$ cat config.mk
export PLATFORM = sky130hd
export DESIGN_NAME = imem_program_loader
export DESIGN_NICKNAME = d
export VERILOG_FILES = /design/src/rtl/imem_program_loader.sv
export SDC_FILE = /design/constraint.sdc
export NUM_CORES = 1
export LEC_CHECK = 0
export ABC_AREA = 0
export CORE_MARGIN = 4
export CORE_UTILIZATION = 45
export CTS_BUF_LIST = sky130_fd_sc_hd__clkbuf_4 sky130_fd_sc_hd__clkbuf_8
export DETAILED_ROUTE_END_ITERATION = 7
export DONT_BUFFER_PORTS = 1
export GPL_TIMING_DRIVEN = 0
export PLACE_DENSITY = 0.62
export SETUP_SLACK_MARGIN = 0.1
export SYNTH_ARGS = -nofsm -noshare
export SYNTH_HDL_FRONTEND = slang
export SYNTH_SLANG_ARGS = --single-unit
$ cat constraint.sdc
create_clock -name clk_Loader -period 2.6 [get_ports clk_Loader]
set_input_delay 0.65 -clock clk_Loader [delete_from_list [all_inputs] [get_ports clk_Loader]]
set_output_delay 0.65 -clock clk_Loader [all_outputs]
set_load 0.005 [all_outputs]
$ cat src/rtl/imem_program_loader.sv
// Boot loader: assembles little-endian words from a byte stream, writes them to
// instruction memory, verifies an XOR checksum, then releases the CPU.
module imem_program_loader #(
    parameter int         NUM_WORDS = 64,
    parameter logic [7:0] BASE_ADDR = 8'h00,
    parameter int         ADDR_STEP = 4
) (
    input  logic        clk_Loader,
    input  logic        rst_n_Loader,
    input  logic        start_Loader,
    input  logic [7:0]  byteIn_Loader,
    input  logic        byteValid_Loader,
    output logic        byteReady_Loader,
    output logic        wrEn_Loader,
    output logic [7:0]  wrAddr_Loader,
    output logic [31:0] wrData_Loader,
    output logic        cpuRun_Loader,
    output logic        busy_Loader,
    output logic        error_Loader,
    output logic [7:0]  wordsLoaded_Loader
);

    localparam logic [7:0] MAX_WORDS = 8'(NUM_WORDS);

    typedef enum logic [2:0] {IDLE, COUNT, DATA, CHECK, DONE, ERR} state_t;

    state_t      state, state_nxt;
    logic [1:0]  byte_idx;
    logic [23:0] acc;
    logic [7:0]  csum;
    logic [7:0]  n_words;
    logic [7:0]  addr_k;
    logic        xfer;
    logic        load_start;
    logic        last_byte;

    assign byteReady_Loader = (state == COUNT) || (state == DATA) || (state == CHECK);
    assign busy_Loader      = byteReady_Loader;
    assign cpuRun_Loader    = (state == DONE);
    assign error_Loader     = (state == ERR);

    assign xfer       = byteValid_Loader && byteReady_Loader;
    assign load_start = start_Loader && ((state == IDLE) || (state == DONE) || (state == ERR));
    assign last_byte  = (byte_idx == 2'd3);
    // Address wraps mod 256 by truncation.
    assign addr_k     = BASE_ADDR + 8'(32'(wordsLoaded_Loader) * ADDR_STEP);

    always_ff @(posedge clk_Loader or negedge rst_n_Loader) begin
        if (!rst_n_Loader) state <= IDLE;
        else               state <= state_nxt;
    end

    always_comb begin
        state_nxt = state;
        case (state)
            IDLE, DONE, ERR: if (start_Loader) state_nxt = COUNT;
            COUNT: begin
                if (xfer) begin
                    if (byteIn_Loader > MAX_WORDS)  state_nxt = ERR;
                    else if (byteIn_Loader == 8'd0) state_nxt = CHECK;
                    else                            state_nxt = DATA;
                end
            end
            DATA: begin
                if (xfer && last_byte && (8'(wordsLoaded_Loader + 8'd1) == n_words))
                    state_nxt = CHECK;
            end
            CHECK: begin
                if (xfer) state_nxt = (byteIn_Loader == csum) ? DONE : ERR;
            end
            default: state_nxt = IDLE;
        endcase
    end

    always_ff @(posedge clk_Loader or negedge rst_n_Loader) begin
        if (!rst_n_Loader) begin
            byte_idx           <= '0;
            acc                <= '0;
            csum               <= '0;
            n_words            <= '0;
            wrEn_Loader        <= 1'b0;
            wrAddr_Loader      <= '0;
            wrData_Loader      <= '0;
            wordsLoaded_Loader <= '0;
        end else begin
            wrEn_Loader <= 1'b0;
            if (load_start) begin
                byte_idx           <= '0;
                csum               <= '0;
                n_words            <= '0;
                wordsLoaded_Loader <= '0;
            end
            if (state == COUNT && xfer)
                n_words <= byteIn_Loader;
            if (state == DATA && xfer) begin
                csum     <= csum ^ byteIn_Loader;
                byte_idx <= byte_idx + 2'd1;
                // Shift in LSB-first; the 4th byte lands on top of the word.
                acc      <= {byteIn_Loader, acc[23:8]};
                if (last_byte) begin
                    wrEn_Loader        <= 1'b1;
                    wrData_Loader      <= {byteIn_Loader, acc};
                    wrAddr_Loader      <= addr_k;
                    wordsLoaded_Loader <= wordsLoaded_Loader + 8'd1;
                end
            end
        end
    end

endmodule
==> impl_metrics.tcl, run 1 <==
set metrics [dict create \
    synth_top_area_cell "dfrtp_1" \
    tns_ns 0 \
    root_buffer "clkbuf_8" \
    cts_tree "built" \
    final_area_um2 4320 \
    synth_top_area_share_pct 58.3 \
    async_reset_ff_share_pct 100 \
    area_growth_pct 9.31 \
    violations "negative hold slack" \
    grt_use_total_pct 18.3 \
    clk_pin_slew_ns 0.09 \
    rsz0062_at_grt "false" \
    vias_per_cell 5.27 \
    finalCritPeriodShare_pct 84.3 \
    worstSkewPairLatency_ns 0.37 \
    dp_hpwl_um 6010 \
    synth_common_cells "nand2_1, dfrtp_1, o21ai_0, nor2_1, xnor2_1" \
    post_drt_wl_per_cell_um 16.1 \
    num_rows 33 \
    yosysWarnings 0 \
    arrival_ns 2.50 \
    start_kind "flip-flop" \
    drtIter0Drc 132 \
    antenna_found_initial 0 \
    ant_nets 0 \
    placed_cell_area_um2 4090 \
    gp_congestion 0.885 \
    whs_ns -0.0255 \
    grt_max_degree 93 \
    power_density_nw_per_um2 801 \
    crit_fanout 10 \
    ys_top_cells_by_area "dfrtp_1, nand2_1, o21ai_0" \
    cts_max_path_buffers 2 \
    cts_sinks 92 \
    synthFlopType "dfrtp_1" \
    cp-end-kind "flip-flop" \
    syn_avg_cell_area_um2 9.59 \
    max_slew_margin_pct 59.5 \
    fmax_mhz 457 \
    wl_um 8610 \
    die_w_um 102 \
    die_area_um2 10300 \
    nets 438 \
    met2_length_um 3900 \
    first_global_vias 2838 \
    met3_length_um 581 \
    syn_inst 412 \
    ir_worst_vdd_uv 348 \
    grt_first_pass_wirelength_um 14600 \
    cap_violations 0 \
    cp.required_ns 2.91 \
    slew_viol_final 0 \
    ys_seq_elements 92 \
    ios 65 \
    status "finished, violations left" \
    drtPass1Iterations 4 \
    grt.overflow.total 0 \
    synth_edf_count 0 \
    routed.top_layer "met4" \
    drc 0 \
    cts_resized 0 \
    num_antenna_cells 0 \
    numCtsBuffers 9 \
    fin_skew_ns 0.0161 \
    power_leakage_uw 0.00222 \
    hold_viol_final 92 \
    ys_types 38 \
    synth_seq_area_share_pct 58.3 \
    htreeDepth 3 \
    holdCritPathClass "in -> async" \
    tightest_slew_ns 0.605 \
    routed-via-count 2812 \
    fp.dieH_um 102 \
    drive_gt1_share_pct 8.16 \
    path_class "reg -> reg" \
    wl_met1_um 4000 \
    port_buffers 0 \
    initial_core_util_pct 47.1 \
    cts_setup_buffers 0 \
    fin_crit_ns 2.19 \
    yosysMostFrequentCell "nand2_1" \
    core-area_um2 8380 \
    synthesis.area_um2 3950 \
    setup-violations-final 0 \
]
area by class of cell:
cell class	count	area (µm²)
Buffer	21	98.8
Clock buffer	10	138
Clock inverter	6	95.1
Fill cell	790	4060
Inverter	3	11.3
Multi-Input combinational cell	297	1540
Sequential cell	92	2300
Tap cell	105	131
where the power goes:
group / total (µW) / internal, µW / switching, µW
sequential: 1820 / 1630 / 187
clock: 1090 / 576 / 510
combinational: 559 / 261 / 298
total: 3460 / 2470 / 996
logic make-up (layout without fill, tap and decap cells):
family / Yosys count / count (layout) / synth area share, %
adders and majority gates: 2 / 2 / 0.633
AOI/OAI and AO/OA: 52 / 52 / 8.36
muxes: 13 / 13 / 3.70
other: 1 / 2 / 0.0949
xor gates and xnor gates: 20 / 20 / 4.43
and+or+nand+nor: 208 / 208 / 21.7
buffers and inverters: 24 / 40 / 2.79
DFF: 92 / 92 / 58.3
path summary, 6_finish.rpt:
path | start | to | slack (ns) | depth (start not counted)
max | byte_idx[0] | wrData_Loader[15] | 0.41 | 7
min | rst_n_Loader | wrData_Loader[26] | -0.03 | 0
max reg2reg | byte_idx[0] | wrData_Loader[15] | 0.41 | 7
min reg2reg | acc[1] | wrData_Loader[1] | 0.47 | 2
max in group asynchronous | rst_n_Loader | acc[0] | 2.50 | 0
min in group clk_Loader | byteIn_Loader[1] | acc[17] | 0.42 | 2
metal layers:
layer / global-route usage, % / vias up
met5: 0 / -
met1: 25.6 / 1359
met3: 5.10 / 9
met4: 8.79 / 0
li1: - / 1374
met2: 26.3 / 70
through the flow:
step	utilization [%]	total power, µW	worst slack, ns	instances
2_1_floorplan	-	2240	0.491	413
3_3_place_gp	48.8	2380	0.260	518
3_5_place_dp	48.8	2400	0.237	518
4_1_cts	51.5	3490	0.357	534
5_1_grt	51.5	3670	0.131	534
6_report	51.5	3460	0.409	534
state kept, by name, indices dropped and copies added, names as in the netlist:
register and count:
csum 8, n_words 8, byte_idx 2, wrData_Loader 32, wordsLoaded_Loader 8, wrEn_Loader 1
wrAddr_Loader 6, acc 24, state 3
cells in the final DEF (no fill, tap or decap), drive strengths merged, types with 2 or more instances in the layout:
master	count
a22o	9
and2	2
and3	3
and3b	2
buf	7
bufinv	2
clkbuf	24
clkinv	3
conb	2
dfrtp	92
ha	2
inv	4
mux2	13
nand2	159
nand3	5
nand3b	2
nor2	22
nor2b	2
nor3	3
o21ai	33
o31ai	4
or4	2
xnor2	16
xor2	4
worst max-delay path, stage by stage (launching register included):
cell,delay [ns]
dfrtp_1,0.41
ha_1,0.26
nand2_1,0.09
buf_2,0.28
buf_1,0.50
clkbuf_1,0.42
nand2_1,0.11
nand2_1,0.07
Note: power is estimated with default switching activity, not from simulation.
==> run 2: changes to the inputs <==
==> constraint.sdc (replaced) <==
create_clock -name clk_Loader -period 2.3 [get_ports clk_Loader]
set_input_delay 0.575 -clock clk_Loader [delete_from_list [all_inputs] [get_ports clk_Loader]]
set_output_delay 0.575 -clock clk_Loader [all_outputs]
set_load 0.005 [all_outputs]
==> run 2 against run 1 <==
  * Die area unchanged
  * Sequential power up 13%
  * Largest cell class unchanged
  * Via count up 0.53%
  * First-iteration DRC count down 3.0%
  * The flow still finishes with violations (negative hold slack)
  * Critical endpoint is now byteReady_Loader
==> impl_metrics.tcl, run 2 (synthesis gave the netlist of run 1 again) <==
set metrics [dict create \
    ant_nets 0 \
    drtPass1Iterations 4 \
    ff2ff_path_depth 6 \
    wl_um 8590 \
    fmax_mhz 522 \
    hold_viol_final 92 \
    cp-end-kind "output port" \
    ios 65 \
    drtIter0Drc 128 \
    numCtsBuffers 9 \
    port_buffers 0 \
    core-area_um2 8380 \
    drive_gt1_share_pct 9.11 \
    slowest_stage "dfrtp_1" \
    first_global_vias 2824 \
    fin_crit_ns 1.92 \
    cp.required_ns 1.73 \
    tightest_slew_ns 0.629 \
    post_drt_wl_per_cell_um 16.1 \
    htreeDepth 3 \
    tns_ns 0 \
    multiInputGateArea_um2 1540 \
    top_register "wrData_Loader" \
    grt_use_total_pct 18.3 \
    holdCritPathClass "in -> async" \
    final_common_cell "nand2_1" \
    dp_hpwl_um 6010 \
    antenna_found_initial 0 \
    path_class "reg -> out" \
    crit_fanout 10 \
    clk_pin_slew_ns 0.09 \
    largest_reg_flops 32 \
    ff_latch_area_um2 2300 \
    critPathMaxStageDelay_ns 0.39 \
    die_area_um2 10300 \
    area_growth_pct 9.34 \
    fp.dieH_um 102 \
    grt_max_degree 93 \
    cap_violations 0 \
    max_slew_margin_pct 57.9 \
    placed_cell_area_um2 4090 \
    num_antenna_cells 0 \
    cts_tree "built" \
    critPathMostFrequentCell "nor2_1" \
    crit_chain "clkbuf_2 -> nor2_1 -> nor2_1 -> buf_4" \
    die_w_um 102 \
    ir_worst_vdd_uv 394 \
    drc 0 \
    layout_common_cells "nand2_1, dfrtp_1, o21ai_0" \
    cts_max_path_buffers 2 \
    worstSkewPairLatency_ns 0.37 \
    initial_core_util_pct 47.1 \
    grt.overflow.total 0 \
    nets 437 \
    power_leakage_uw 0.00224 \
    root_buffer "clkbuf_8" \
    start_kind "flip-flop" \
    power_density_nw_per_um2 907 \
    slew_viol_final 0 \
    setup-violations-final 0 \
    gp_congestion 0.885 \
    num_rows 33 \
    fin_skew_ns 0.0157 \
    fill_cells 786 \
    vias_per_cell 5.30 \
    status "finished, violations left" \
    violations "negative hold slack" \
    grt_first_pass_wirelength_um 14600 \
    final_area_um2 4320 \
    arrival_ns 1.34 \
    routed-via-count 2827 \
    whs_ns -0.101 \
    rsz0062_at_grt "false" \
    reg_top3 "wrData_Loader: 32 flops, acc: 24 flops" \
    cts_sinks 92 \
    finalCritPeriodShare_pct 83.3 \
]
run 2: per-stage QoR:
step                      instances  setup WS (ns)  total power, µW  utilization (%)
after floorplan                 413          0.266             2540                -
after global placement          518         0.0346             2690             48.8
after detailed placement        518         0.0121             2710             48.8
after CTS                       533          0.125             3950             51.5
after global routing            533          0.142             4150             51.5
final                           533          0.383             3920             51.5
run 2: report_power, final:
group	switching (µW)	internal (µW)	leakage (µW)	total (µW)
sequential	211	1840	0.00126	2050
combinational	337	297	0.000856	634
clock	580	651	0.000117	1230
run 2: timing repair:
action,CTS,global route
hold endpoints to repair,92,92
gates resized for setup,0,7
pin swaps,0,0
setup endpoints to repair,19,20
buffers inserted,0,0
run 2: area by class of cell:
class / count / area share (%)
flip-flops and latches: 92 / 53.3
multi-input cells: 297 / 35.7
clock buffers: 10 / 3.19
well taps: 105 / 3.04
plain buffers: 20 / 2.32
clock inverters: 6 / 2.20
inverters: 3 / 0.261
run 2: path summary, 6_finish.rpt:
check | start | end | slack (ns)
max | state[1] | byteReady_Loader | 0.38
min | rst_n_Loader | wrData_Loader[26] | -0.10
max reg2reg | state[0] | wordsLoaded_Loader[5] | 0.40
min reg2reg | acc[1] | wrData_Loader[1] | 0.47
max in group asynchronous | rst_n_Loader | acc[19] | 2.27
min in group clk_Loader | byteIn_Loader[1] | acc[17] | 0.34
run 2: worst max-delay path: cells and delay by family (launching register included):
kind / cells / cell delay [ns]
buffers and inverters: 2 / 0.32
DFF: 1 / 0.39
and+or+nand+nor: 2 / 0.27
run 2: per-layer routing:
metal  track usage, %  share of wire [%]  up-vias
li1                 -                  -     1375
met5                0                  0        -
met4             8.38                2.1        0
met1             25.9                 47     1372
met2             26.1                 44       68
met3             5.10                6.8       12
==> run 3: changes to the inputs <==
--- a/config.mk
+++ b/config.mk
@@ -12,7 +12,7 @@
 export DETAILED_ROUTE_END_ITERATION = 7
 export DONT_BUFFER_PORTS = 1
 export GPL_TIMING_DRIVEN = 0
-export PLACE_DENSITY = 0.62
+export PLACE_DENSITY = 0.64
 export SETUP_SLACK_MARGIN = 0.1
 export SYNTH_ARGS = -nofsm -noshare
 export SYNTH_HDL_FRONTEND = slang
==> constraint.sdc (replaced) <==
create_clock -name clk_Loader -period 1.6 [get_ports clk_Loader]
set_input_delay 0.4 -clock clk_Loader [delete_from_list [all_inputs] [get_ports clk_Loader]]
set_output_delay 0.4 -clock clk_Loader [all_outputs]
set_load 0.005 [all_outputs]
==> run 3 against run 2 <==
  * The flow finishes with violations (negative hold slack, negative setup slack)
  * Worst hold slack worse by 0.17 ns
  * Cell area up 17%
  * Non-clock buffer count up 24
  * First-iteration DRC count up 26%
  * Worst setup slack worse by 0.45 ns
  * Register-to-register slack worse by 0.44 ns
  * Die area unchanged
  * Total power up 52%
  * Sequential power up 47%
  * Routed wire length up 12%
  * Largest power group unchanged
  * Clock skew down 0.0055 ns
==> impl_metrics.tcl, run 3 (synthesis gave the netlist of run 1 again) <==
set metrics [dict create \
    post_drt_wl_per_cell_um 17.3 \
    die_area_um2 10300 \
    rsz0062_at_grt "true" \
    antenna_found_initial 0 \
    arrival_ns 1.27 \
    core-area_um2 8380 \
    reg_top3 "wrData_Loader: 32 flops, acc: 24 flops" \
    grt_max_degree 93 \
    fin_crit_ns 1.67 \
    routed-via-count 2969 \
    top_register "wrData_Loader" \
    layout_setup_ws_ns -0.0653 \
    worstSkewPairLatency_ns 0.36 \
    holdCritPathClass "in -> async" \
    grt_use_total_pct 18.2 \
    slowest_stage "dfrtp_1" \
    largest_reg_flops 32 \
    dp_hpwl_um 6030 \
    die_w_um 102 \
    gp_congestion 0.868 \
    setup-violations-final 35 \
    critPathMaxStageDelay_ns 0.38 \
    slew_viol_final 0 \
    crit_fanout 5 \
    fmax_mhz 600 \
    num_rows 33 \
    ant_nets 0 \
    layout_common_cells "nand2_1, dfrtp_1, nand2_2" \
    path_class "reg -> out" \
    cts_max_path_buffers 2 \
    port_buffers 0 \
    fin_cells 557 \
    hold_viol_final 92 \
    wl_um 9620 \
    clk_pin_slew_ns 0.10 \
    grt_first_pass_wirelength_um 14600 \
    drc 0 \
    power_leakage_uw 0.00252 \
    htreeDepth 3 \
    status "finished, violations left" \
    crit_chain "buf_6 -> buf_12 -> nor2_4 -> nor2_4 -> buf_6" \
    fin_skew_ns 0.0102 \
    num_antenna_cells 0 \
    cp-end-kind "output port" \
    placed_cell_area_um2 4140 \
    dp.cells 518 \
    grt.overflow.total 0 \
    final_common_cell "nand2_1" \
    start_kind "flip-flop" \
    finalCritPeriodShare_pct 104 \
    cap_violations 0 \
    vias_per_cell 5.33 \
    root_buffer "clkbuf_8" \
    cts_sinks 92 \
    ios 65 \
    final_area_um2 5060 \
    cp.required_ns 1.20 \
    drive_gt1_share_pct 34.5 \
    power_density_nw_per_um2 1180 \
    drtPass1Iterations 5 \
    cts_tree "built" \
    fp.dieH_um 102 \
    ir_worst_vdd_uv 563 \
    drtIter0Drc 161 \
    initial_core_util_pct 47.1 \
    area_growth_pct 28.1 \
    numCtsBuffers 9 \
    first_global_vias 2864 \
    whs_ns -0.275 \
    violations "negative hold slack, negative setup slack" \
    tns_ns -0.701 \
    post-route-util_pct 60.4 \
    nets 461 \
]
==> run 3: repair_timing <==
item / 4_1_cts / 5_1_grt
pin swaps: 7 / 43
setup endpoints to repair: 86 / 89
gates cloned: 1 / 4
hold endpoints to repair: 92 / 92
buffers inserted: 12 / 6
resized for setup: 55 / 122
==> run 3: layer usage <==
layer	routed length [µm]	GRT usage, %	up-vias
met2	4620	26.9	73
met5	0	0	-
li1	-	-	1427
met3	641	5.44	15
met1	4240	25.3	1454
met4	128	6.95	0
==> run 3: worst paths after layout <==
check                                         end  cells after the start        startpoint  slack, ns
worst min-delay path            wrData_Loader[17]                      0      rst_n_Loader      -0.27
worst min register to register   wrData_Loader[5]                      2            acc[5]       0.49
worst max register to register  wrData_Loader[18]                      8          state[0]      -0.04
min in group clk_Loader                   acc[23]                      2  byteIn_Loader[7]       0.15
max in group asynchronous                  acc[1]                      0      rst_n_Loader       1.76
worst max-delay path             byteReady_Loader                      5          state[0]      -0.07
==> run 3: final cells by class <==
cell class              instances  area (µm²)
plain buffers                  21         263
clock buffers                  10         131
clock inverters                 6        48.8
fillers                       710        3320
inverters                       3        11.3
multi-input cells             297        1890
flip-flops and latches         92        2310
well taps                     105         131
repair buffers                 23         279
==> run 3: metrics by stage <==
stage	setup slack, ns	power, µW
after global placement	-0.249	3890
after floorplan	-0.197	3670
final	-0.0653	5970
after global routing	-0.146	6280
after detailed placement	-0.266	3930
after CTS	-0.0499	5640
==> run 3: critical path, delay by kind of cell (launching register included) <==
kind / cells / cell delay (ns)
and+or+nand+nor: 2 / 0.17
DFF: 1 / 0.38
buffers and inverters: 3 / 0.36
==> run 3: where the power goes <==
| group | internal [µW] | total [µW] | switching, µW |
|---|---|---|---|
| Combinational | 802 | 1500 | 694 |
| Sequential | 2650 | 3020 | 371 |
| Clock | 593 | 1450 | 858 |
